<file path="src/rtl/modulator_pkg.sv">
// Shared widths, QPSK constellation levels and the I/Q bundle type.
// Used by the mapper and the modulator top.
package modulator_pkg;

    localparam int IQ_W = 16;

    localparam logic [IQ_W-1:0] QPSK_POS = 16'h5A7F;
    localparam logic [IQ_W-1:0] QPSK_NEG = 16'hA581;

    typedef struct packed {
        logic [IQ_W-1:0] i;
        logic [IQ_W-1:0] q;
    } iq_t;

    // Gray mapping per axis: bit 0 -> +0.707, bit 1 -> -0.707
    function automatic logic [IQ_W-1:0] qpsk_level(input logic b);
        return b ? QPSK_NEG : QPSK_POS;
    endfunction

endpackage

</file>
<file path="src/rtl/qpsk_mapper.sv">
// Combinational Gray QPSK mapper: b0 drives I, b1 drives Q.
// Pure lookup, no state.
module qpsk_mapper
    import modulator_pkg::*;
(
    input  logic i_b0,
    input  logic i_b1,
    output iq_t  o_iq
);

    always_comb begin
        o_iq   = '0;
        o_iq.i = qpsk_level(i_b0);
        o_iq.q = qpsk_level(i_b1);
    end

endmodule

</file>
<file path="src/rtl/modulator.sv">
// QPSK modulator: pairs serial bits, maps them, holds one output symbol.
// Optional MODULATOR_ZERO_IDLE_EN forces I/Q to zero while Valid_out is low.
module modulator
    import modulator_pkg::*;
(
    input  logic            clk,
    input  logic            rstn,
    input  logic            Valid_in,
    input  logic            Data_in,
    output logic            Ready_in,
    input  logic            Ready_out,
    output logic            Valid_out,
    output logic [IQ_W-1:0] I,
    output logic [IQ_W-1:0] Q
);

    logic r_phase;
    logic r_b0;
    logic r_valid;
    iq_t  r_iq;

    logic w_ready;
    logic w_accept;
    logic w_load;
    iq_t  w_iq;

    // A held symbol may be replaced only in the cycle it is taken.
    assign w_ready  = !r_valid || Ready_out;
    assign w_accept = Valid_in && w_ready;
    assign w_load   = w_accept && r_phase;

    qpsk_mapper u_map (
        .i_b0 (r_b0),
        .i_b1 (Data_in),
        .o_iq (w_iq)
    );

    always_ff @(posedge clk) begin
        if (rstn) begin
            r_phase <= 1'b0;
            r_b0    <= 1'b0;
            r_valid <= 1'b0;
            r_iq    <= '0;
        end else begin
            if (w_accept) begin
                r_phase <= ~r_phase;
            end
            if (w_accept && !r_phase) begin
                r_b0 <= Data_in;
            end
            if (w_load) begin
                r_iq    <= w_iq;
                r_valid <= 1'b1;
            end else if (Ready_out && r_valid) begin
                r_valid <= 1'b0;
            end
        end
    end

    assign Ready_in  = w_ready;
    assign Valid_out = r_valid;

`ifdef MODULATOR_ZERO_IDLE_EN
    assign I = r_valid ? r_iq.i : '0;
    assign Q = r_valid ? r_iq.q : '0;
`else
    assign I = r_iq.i;
    assign Q = r_iq.q;
`endif

endmodule

</file>
<file path="config.mk">
export PLATFORM = sky130hd
export DESIGN_NAME = modulator
export DESIGN_NICKNAME = d
export VERILOG_FILES = /design/src/rtl/modulator_pkg.sv /design/src/rtl/qpsk_mapper.sv /design/src/rtl/modulator.sv
export SDC_FILE = /design/constraint.sdc
export NUM_CORES = 1
export LEC_CHECK = 0
export CORE_MARGIN = 2
export CORE_UTILIZATION = 25
export CTS_BUF_LIST = sky130_fd_sc_hd__clkbuf_4
export DETAILED_ROUTE_END_ITERATION = 10
export GPL_TIMING_DRIVEN = 0
export SKIP_LAST_GASP = 1
export SLEW_MARGIN = 30
export SYNTH_ARGS = -nofsm -noshare
export SYNTH_HDL_FRONTEND = slang
export SYNTH_HIERARCHICAL = 1
export SYNTH_SLANG_ARGS = --single-unit
</file>
<file path="constraint.sdc">
create_clock -name clk -period 1.6 [get_ports clk]
set_input_delay 0.48 -clock clk [delete_from_list [all_inputs] [get_ports clk]]
set_output_delay 0.48 -clock clk [all_outputs]
set_load 0.02 [all_outputs]
</file>
==> run metrics, run 1 <==
sw power=497 uW; Critical R2R Launch=Valid_out$_SDFFE_PP0P_; CP Max Fanout=5; Sw Share=28.7%; Clk network pwr share=28.2%; Final Worst Setup Slack=-20.2 ps; Starting Density=25.9%; IO Pins=39; first-pass GRT wire length=6710 um; hold_buf cts=0; r2r endpoint=Q[1]$_SDFFE_PP0P_; failing checks=negative setup slack; top post-synthesis cells by count=35 x dfxtp_1, 34 x a21oi_1, 32 x nand4_1; Max Cap Viol=0; post-route clock period utilization=101%; combinational share of power=18.3%; Worst-Skew Late Latency=340 ps; Worst Hold Class=reg -> reg; GRT Total Usage=11.6%; overall die width=85.1 um; Starting DRT DRC Count=57; via count of the routed design=1483; antenna violations before repair=0; leakage power=0.000937 uW; Seq cells post-synth=35; Post-synth top flop=dfxtp_1; Crit. Startpoint=Ready_out; Design Power=1730 uW; Post-Syn Area per Cell=8.34 sq um; TritonRoute pass-1 iters=4; status=complete, but fails checks; Placer Congestion=0.754; FMAX=0.617 GHz; Syn Inst Count=197; cell taking the most area after synthesis=dfxtp_1; Distinct cells, synth=20; most common cell in the netlist=dfxtp_1; Req. time, crit path=1120 ps; Critical Path AT=1140 ps; minimum clock period=1620 ps; IR drop worst, VDD=0.398 mV; Bufs on Longest Clock Path=2; ys async rst share=0%; Mapped Area=1640 sq um; Reg power frac=53.5%; post-DR vias/cell=4.61; crit path capture=Ready_in; largest net degree at the start of global routing=12; post-synthesis sequential area ratio=42.7%; RSZ-0062 raised after global routing=yes; count of final hold-check violations=0; antenna viol nets, final=0; Core Region=6350 sq um; GRT overflow=0; synth top area cells=dfxtp_1 43%, buf_4 14%, nand4_1 12%; Die Ht=85.1 um; post-synth top area share=42.7%; vias in the first global route=1441; Diodes inserted=0; # clock sinks=35; area grow syn2layout=31.4%; average wire per cell in the routed design=12.5 um; R2R cell count=6; number of buffers created by CTS=5; number of warnings issued by yosys=6; CP endpoint kind=primary output; CTS tree=done; post-detail-place hpwl=2720 um; final slew viol count=0; Port Buffers=36; Nets=249; Setup violations, final=1; CTS root buffer=clkbuf_4; # rows=29; share of cells above drive strength 1=25.3%; Post-synth EDFFs=0; dpl ws=-916 ps; critical path class=in -> out; htree depth=2; final wirelength=4020 um; CTS clk-pin slew, worst paths=100 ps; Post-route DRC=0; Pint=1230 uW; Setup crit start kind=input pin; FF-to-FF setup slack=260 ps; Post-Route Skew=12.3 ps; Power Density=801 nW/um^2; die area=7240 sq um
-- routing by layer --
metal  up-vias  track usage [%]  part of all wire (%)
li1        763                -                     -
met1       679             14.3                    47
met2        33             18.9                    47
met3         8             3.40                   5.1
met4         0             4.91                   1.7
met5         -                0                     0
-- state kept, by name, summed over array words and instances, names as in the netlist --
register and flops:
r_b0 1, r_phase 1, Q 16, Valid_out 1, I 16
-- power by group through the flow --
| stage | sequential [uW] | combinational [uW] | clock (uW) |
|---|---|---|---|
| floorplan | 986 | 183 | 0 |
| global placement | 947 | 332 | 0 |
| detailed placement | 947 | 337 | 0 |
| CTS | 926 | 316 | 515 |
| global route | 932 | 347 | 551 |
| finish | 926 | 316 | 488 |
-- placed cells by master, fill, tap and decap left out, drive strengths merged --
cell type,n
clkbuf,18
nand2,1
dlygate4sd2,34
nand4,32
o21ai,33
mux2i,1
nand2b,2
inv,3
clkinv,2
nor2b,1
clkdlybuf4s50,1
or3,1
conb,2
buf,44
clkinvlp,1
a21oi,34
dfxtp,35
-- worst max-delay path, stage by stage --
cell	delay, ps
dlygate4sd2_1	250
nor2b_4	110
buf_6	120
clkinv_8	50
buf_8	120
-- final cells by class --
class                   instances  area (sq um)
well taps                      77          96.3
fillers                       686          4190
clock inverters                 2          12.5
inverters                       4          27.5
plain buffers                  51           325
multi-input cells             107           597
repair buffers                 40           353
flip-flops and latches         35           702
clock buffers                   6          45.0
-- what timing repair did --
action / in CTS / in global routing
buffers inserted: 1 / 3
setup endpoints to repair: 34 / 3
gates resized for setup: 40 / 7
hold endpoints to repair: 0 / 0
-- logic make-up (layout without fill, tap and decap cells) --
| logic type | after synthesis | in the layout | synth area share (%) |
|---|---|---|---|
| compound gates | 67 | 67 | 20.4 |
| buf+inv | 56 | 103 | 21.2 |
| simple gates | 37 | 37 | 14.9 |
| flops | 35 | 35 | 42.7 |
| other cells | 1 | 2 | 0.228 |
| mux | 1 | 1 | 0.609 |
-- worst min-delay path by stage --
stage                                 start           endpoint  slack [ps]  depth (start not counted)
final                     Q[0]$_SDFFE_PP0P_  Q[0]$_SDFFE_PP0P_         480                          2
after floorplan           r_b0$_SDFFE_PP0P_  r_b0$_SDFFE_PP0P_         520                          2
after global placement    I[4]$_SDFFE_PP0P_  I[4]$_SDFFE_PP0P_         470                          2
after detailed placement  Q[7]$_SDFFE_PP0P_  Q[7]$_SDFFE_PP0P_         470                          2
after global routing               Valid_in  I[6]$_SDFFE_PP0P_         490                          3
after CTS                          Valid_in  I[6]$_SDFFE_PP0P_         460                          3
-- stage by stage --
stage	setup TNS [ps]	util, %	instances	instance area, sq um	hold WS, ps
after detailed placement	-7080	33.1	311	2100	468
after global routing	-61.8	34.0	322	2160	489
after floorplan	0	-	198	1650	515
after CTS	-215	33.5	320	2130	459
final	-20.2	34.0	322	2160	478
after global placement	-6450	33.1	311	2100	467
(Power assumes the default switching activity.)
==> run 2, diff against run 1 <==
GPL_TIMING_DRIVEN = default   (was 0)
==> run metrics, run 2 (synthesis results as in run 1) <==
GRT overflow=0 (unchanged); critical path class=in -> out (unchanged); Sw Share=27.9% (was 28.7%); top layer in use=met4 (unchanged); Setup violations, final=0 (was 1); Req. time, crit path=1120 ps (about the same); FMAX=0.660 GHz (was 0.617 GHz); Final Hold Slack=477 ps (was 478 ps); IO Pins=39 (unchanged); Post-Route Skew=5.75 ps (was 12.3 ps); Worst-Skew Late Latency=330 ps (was 340 ps); CTS tree=done (unchanged); Starting Density=25.9% (unchanged); vias in the first global route=1218 (was 1441); post-detail-place hpwl=2450 um (was 2720 um); CTS root buffer=clkbuf_4 (unchanged); htree depth=2 (unchanged); Critical Path AT=1030 ps (was 1140 ps); antenna violations before repair=0 (unchanged); CP Max Fanout=2 (was 5); via count of the routed design=1339 (was 1483); count of final hold-check violations=0 (unchanged); Register Area=702 sq um (unchanged); final slew viol count=0 (unchanged); Core Region=6350 sq um (unchanged); IR drop worst, VDD=0.428 mV (was 0.398 mV); Power Density=860 nW/um^2 (was 801 nW/um^2); first-pass GRT wire length=5950 um (was 6710 um); Post-route DRC=0 (unchanged); # rows=29 (unchanged); Die Ht=85.1 um (unchanged); TritonRoute pass-1 iters=4 (unchanged); Placer Congestion=0.686 (was 0.754); final wirelength=3580 um (was 4020 um); number of buffers created by CTS=5 (unchanged); RSZ-0062 raised after global routing=no (was yes); # clock sinks=35 (unchanged); antenna viol nets, final=0 (unchanged); sw power=457 uW (was 497 uW); Starting DRT DRC Count=57 (unchanged); # fillers=677 (was 686); status=finished clean (was complete, but fails checks); largest net degree at the start of global routing=35 (was 12); post-route clock period utilization=94.6% (was 101%); Max Cap Viol=0 (unchanged); area grow syn2layout=16.2% (was 31.4%); overall die width=85.1 um (unchanged); leakage power=0.000787 uW (was 0.000937 uW); Clk network pwr share=27.9% (was 28.2%); average wire per cell in the routed design=12.6 um (was 12.5 um); Pint=1180 uW (was 1230 uW); Port Buffers=38 (was 36); Worst Hold Class=reg -> reg (unchanged); Setup crit start kind=input pin (unchanged); post-CTS setup buffer count=0 (was 1); combinational share of power=15.5% (was 18.3%); Nets=210 (was 249); metal3 WL=166 um (was 206 um); Util after Layout=30.1% (was 34.0%); Diodes inserted=0 (unchanged); CTS clk-pin slew, worst paths=100 ps (about the same); commonest cells after routing, fill and taps aside=34 x dfxtp_1, 34 x a21oi_1, 33 x dlygate4sd2_1 (was 34 x dfxtp_1, 34 x a21oi_1, 34 x dlygate4sd2_1, 34 x buf_4, 32 x nand4_1); WL met2=1570 um (was 1870 um); Final Worst Setup Slack=85.7 ps (was -20.2 ps); GRT Total Usage=9.99% (was 11.6%); wl on met1=1800 um (was 1870 um); Reg power frac=56.7% (was 53.5%); die area=7240 sq um (unchanged); CP endpoint kind=primary output (unchanged); share of cells above drive strength 1=13.1% (was 25.3%); area of the multi-input gates=597 sq um (unchanged); post-DR vias/cell=4.73 (was 4.61); Bufs on Longest Clock Path=2 (unchanged); dpl ws=-570 ps (was -916 ps); minimum clock period=1510 ps (was 1620 ps)
[run 2: final cells by class]
| cell class | instances | area share (%) |
|---|---|---|
| clock buffer | 6 | 2.36 |
| multi-input combinational | 107 | 31.3 |
| timing repair buffer | 52 | 23.3 |
| sequential | 35 | 36.8 |
| tap | 77 | 5.05 |
| inverter | 4 | 0.852 |
| clock inverter | 2 | 0.393 |
[run 2: per-stage QoR]
step,std cells,power [uW],setup TNS [ps],cell area (sq um)
CTS,283,1660,0,1900
global route,283,1730,0,1910
detailed placement,275,1230,-6070,1900
global placement,275,1230,-6120,1900
floorplan,198,1170,0,1650
finish,283,1640,0,1910
[run 2: worst max-delay path, stage by stage]
cell and delay [ps]:
clkdlybuf4s15_1 200, nor2b_4 150, clkinv_2 80, buf_6 130
[run 2: final timing paths]
kind / startpoint / end / slack (ps) / cells past startpoint
worst max-delay path: Ready_out / Ready_in / 90 / 4
worst min-delay path: I[13]$_SDFFE_PP0P_ / I[13]$_SDFFE_PP0P_ / 480 / 2
worst max register to register: Valid_out$_SDFFE_PP0P_ / r_b0$_SDFFE_PP0P_ / 330 / 4
worst min register to register: I[13]$_SDFFE_PP0P_ / I[13]$_SDFFE_PP0P_ / 480 / 2
[run 2: per-layer routing]
layer / global-route usage, % / vias to the layer above
met5: 0 / -
met4: 2.60 / 0
met3: 2.63 / 4
met2: 15.3 / 29
met1: 14.0 / 617
li1: - / 689
[run 2: what timing repair did]
action,CTS,global route
endpoints found under the setup margin,34,1
hold buffers,0,0
resized for setup,38,4
[run 2: power groups by stage]
stage	combinational (uW)	clock, uW	sequential (uW)
3_3_place_gp	276	0	952
3_5_place_dp	278	0	953
2_1_floorplan	183	0	986
6_report	254	458	930
4_1_cts	254	477	931
5_1_grt	279	514	938
==> run 3, diff against run 2 <==
ABC_CLOCK_PERIOD_IN_PS = 1600   (was default)
SYNTH_HIERARCHICAL = default   (was 1)
==> run metrics, run 3 <==
Worst-Skew Late Latency=250 ps (was 330 ps); CP Max Fanout=11 (was 2); IR drop worst, VDD=0.514 mV (was 0.428 mV); CTS tree=done (unchanged); Mapped Area=551 sq um (was 1640 sq um); area grow syn2layout=39.3% (was 16.2%); crit-path leading delay family=flip-flops (was buffers and inverters); Starting DRT DRC Count=3 (was 57); overall die width=50.9 um (was 85.1 um); die area=2590 sq um (was 7240 sq um); Slowest cell on crit path=dfxtp_1 (was clkdlybuf4s15_1); Setup violations, final=0 (unchanged); CP endpoint kind=primary output (unchanged); post-CTS setup buffer count=0 (unchanged); R2R cell count=5 (was 4); post-detail-place hpwl=731 um (was 2450 um); final slew viol count=0 (unchanged); area post-placement=785 sq um (was 1900 sq um); Worst Hold Class=reg -> reg (unchanged); syn_nets=66; Post-route DRC=0 (unchanged); Die Ht=50.9 um (was 85.1 um); worst slew slack as a fraction of its limit=84.2%; Post-Syn Area per Cell=9.03 sq um (was 8.34 sq um); # rows=16 (was 29); FMAX=0.647 GHz (was 0.660 GHz); Critical Path AT=1070 ps (was 1030 ps); number of buffers created by CTS=3 (was 5); leakage power=0.000451 uW (was 0.000787 uW); Bufs on Longest Clock Path=2 (unchanged); first-pass GRT wire length=1480 um (was 5950 um); Worst path depth=1 (was 4); minimum clock period=1550 ps (was 1510 ps); Syn Inst Count=61 (was 197); Post-synth EDFFs=0 (unchanged); synth top area cells=buf_4 37%, dfxtp_1 29%, mux2i_1 5.5% (was dfxtp_1 43%, buf_4 14%, nand4_1 12%); WP buf/inv=1 (was 3); max reg flops=3; CTS root buffer=clkbuf_4 (unchanged); WHS Endpoint=I[0]$_SDFFE_PP0P_ (was I[13]$_SDFFE_PP0P_); vias in the first global route=344 (was 1218); Post-Route Skew=5.82 ps (was 5.75 ps); via count of the routed design=400 (was 1339); count of final hold-check violations=0 (unchanged); IO Pins=39 (unchanged); Diodes inserted=0 (unchanged); top post-synthesis cells by count=27 x buf_4, 8 x dfxtp_1, 4 x nand2b_1 (was 35 x dfxtp_1, 34 x a21oi_1, 32 x nand4_1); share of cells above drive strength 1=19.2% (was 13.1%); Nets=85 (was 210); Final Hold Slack=458 ps (was 477 ps); Setup crit start kind=register (was input pin); Worst-Margin Slew=237 ps; commonest cells after routing, fill and taps aside=31 x dlygate4sd2_1, 7 x dfxtp_1, 5 x buf_4 (was 34 x dfxtp_1, 34 x a21oi_1, 33 x dlygate4sd2_1); Critical R2R Launch=Valid_out$_SDFFE_PP0P_ (unchanged); antenna violations before repair=0 (unchanged); commonest non-fill, non-tap cell in the layout=dlygate4sd2_1; most common cell in the netlist=buf_4 (was dfxtp_1); Distinct cells, synth=17 (was 20); Starting Density=27.2% (was 25.9%); r2r endpoint=I[14]$_SDFFE_PP0P_ (was r_b0$_SDFFE_PP0P_); largest net degree at the start of global routing=12 (was 35); TritonRoute pass-1 iters=2 (was 4); RSZ-0062 raised after global routing=yes (was no); antenna viol nets, final=0 (unchanged); number of warnings issued by yosys=0 (was 6); critical path class=reg -> out (was in -> out); htree depth=1 (was 2); post-route clock period utilization=96.6% (was 94.6%); CP cell instances=dlygate4sd2_1 (was clkdlybuf4s15_1 -> nor2b_4 -> clkinv_2 -> buf_6); ys async rst share=0% (unchanged); status=finished clean (unchanged); Port Buffers=38 (unchanged); area of the multi-input gates=161 sq um (was 597 sq um); final wirelength=906 um (was 3580 um); average wire per cell in the routed design=8.63 um (was 12.6 um); CP peak stage delay=440 ps (was 200 ps); Finished Cell Area=767 sq um (was 1910 sq um); post-synthesis sequential area ratio=29.1% (was 42.7%); GRT overflow=0 (unchanged); post-synth top area share=36.8% (was 42.7%); Core Region=2020 sq um (was 6350 sq um); post-DR vias/cell=3.81 (was 4.73); setup TNS=0 ps (unchanged); Design Power=518 uW (was 1640 uW); Placer Congestion=0.679 (was 0.686); Register Area=161 sq um (was 702 sq um); GRT Total Usage=7.92% (was 9.99%); hold_sp=I[0]$_SDFFE_PP0P_ (was I[13]$_SDFFE_PP0P_); # clock sinks=8 (was 35); Power Density=675 nW/um^2 (was 860 nW/um^2); Post-synth top flop=dfxtp_1 (unchanged); Req. time, crit path=1120 ps (about the same); # fillers=219 (was 677); cell taking the most area after synthesis=buf_4 (was dfxtp_1); FF-to-FF setup slack=370 ps (was 330 ps); Worst Hold Depth=2 (unchanged); Max Cap Viol=0 (unchanged); Seq cells post-synth=8 (was 35); CTS clk-pin slew, worst paths=60 ps (was 100 ps)
run 3: repair_timing:
action                                  CTS  global route
hold buffers                              0             0
gates resized for setup                  36             5
endpoints found under the setup margin   34             9
gates cloned                              0             0
run 3: routing by layer:
layer / vias up / GRT usage, % / part of all wire [%] / routed length, um
li1: 199 / - / - / -
met2: 28 / 11.9 / 46 / 415
met3: 2 / 5.85 / 16 / 143
met1: 171 / 8.57 / 38 / 340
met5: - / 0 / 0 / 0
met4: 0 / 2.70 / 0.66 / 6
run 3: area by class of cell:
class,count,share of cell area [%]
sequential,8,21.0
timing repair buffer,43,49.1
multi-input combinational,21,21.0
tap,27,4.40
inverter,3,1.47
clock buffer,3,2.94
run 3: worst max-delay path by stage:
stage | from | to | slack (ps)
global placement | Ready_out | Ready_in | -540
floorplan | Valid_out$_SDFFE_PP0P_ | I[14]$_SDFFE_PP0P_ | 210
global route | Q[14]$_SDFFE_PP0P_ | Q[1] | -10
CTS | Ready_out | Ready_in | -290
detailed placement | Ready_out | Ready_in | -550
finish | Q[14]$_SDFFE_PP0P_ | Q[1] | 50
run 3: per-stage QoR:
step                      instances  setup WS, ps  utilization, %
final                           105          54.7            37.9
after global routing            105         -14.6            37.9
after CTS                       105          -289            37.9
after detailed placement        102          -552            38.8
after global placement          102          -545            38.8
after floorplan                  61           209               -
run 3: kinds of logic after synthesis:
group | count (synthesis) | share of synthesized area [%]
AOI/OAI and AO/OA | 4 | 3.63
buffers and inverters | 32 | 41.6
and+or+nand+nor | 12 | 14.8
muxes | 5 | 10.9
DFF | 8 | 29.1
run 3: power by group:
part | total [uW] | internal (uW) | switching [uW]
clock network | 154 | 85.8 | 67.8
logic | 143 | 65.4 | 78.0
registers | 221 | 211 | 10.2
total | 518 | 362 | 156
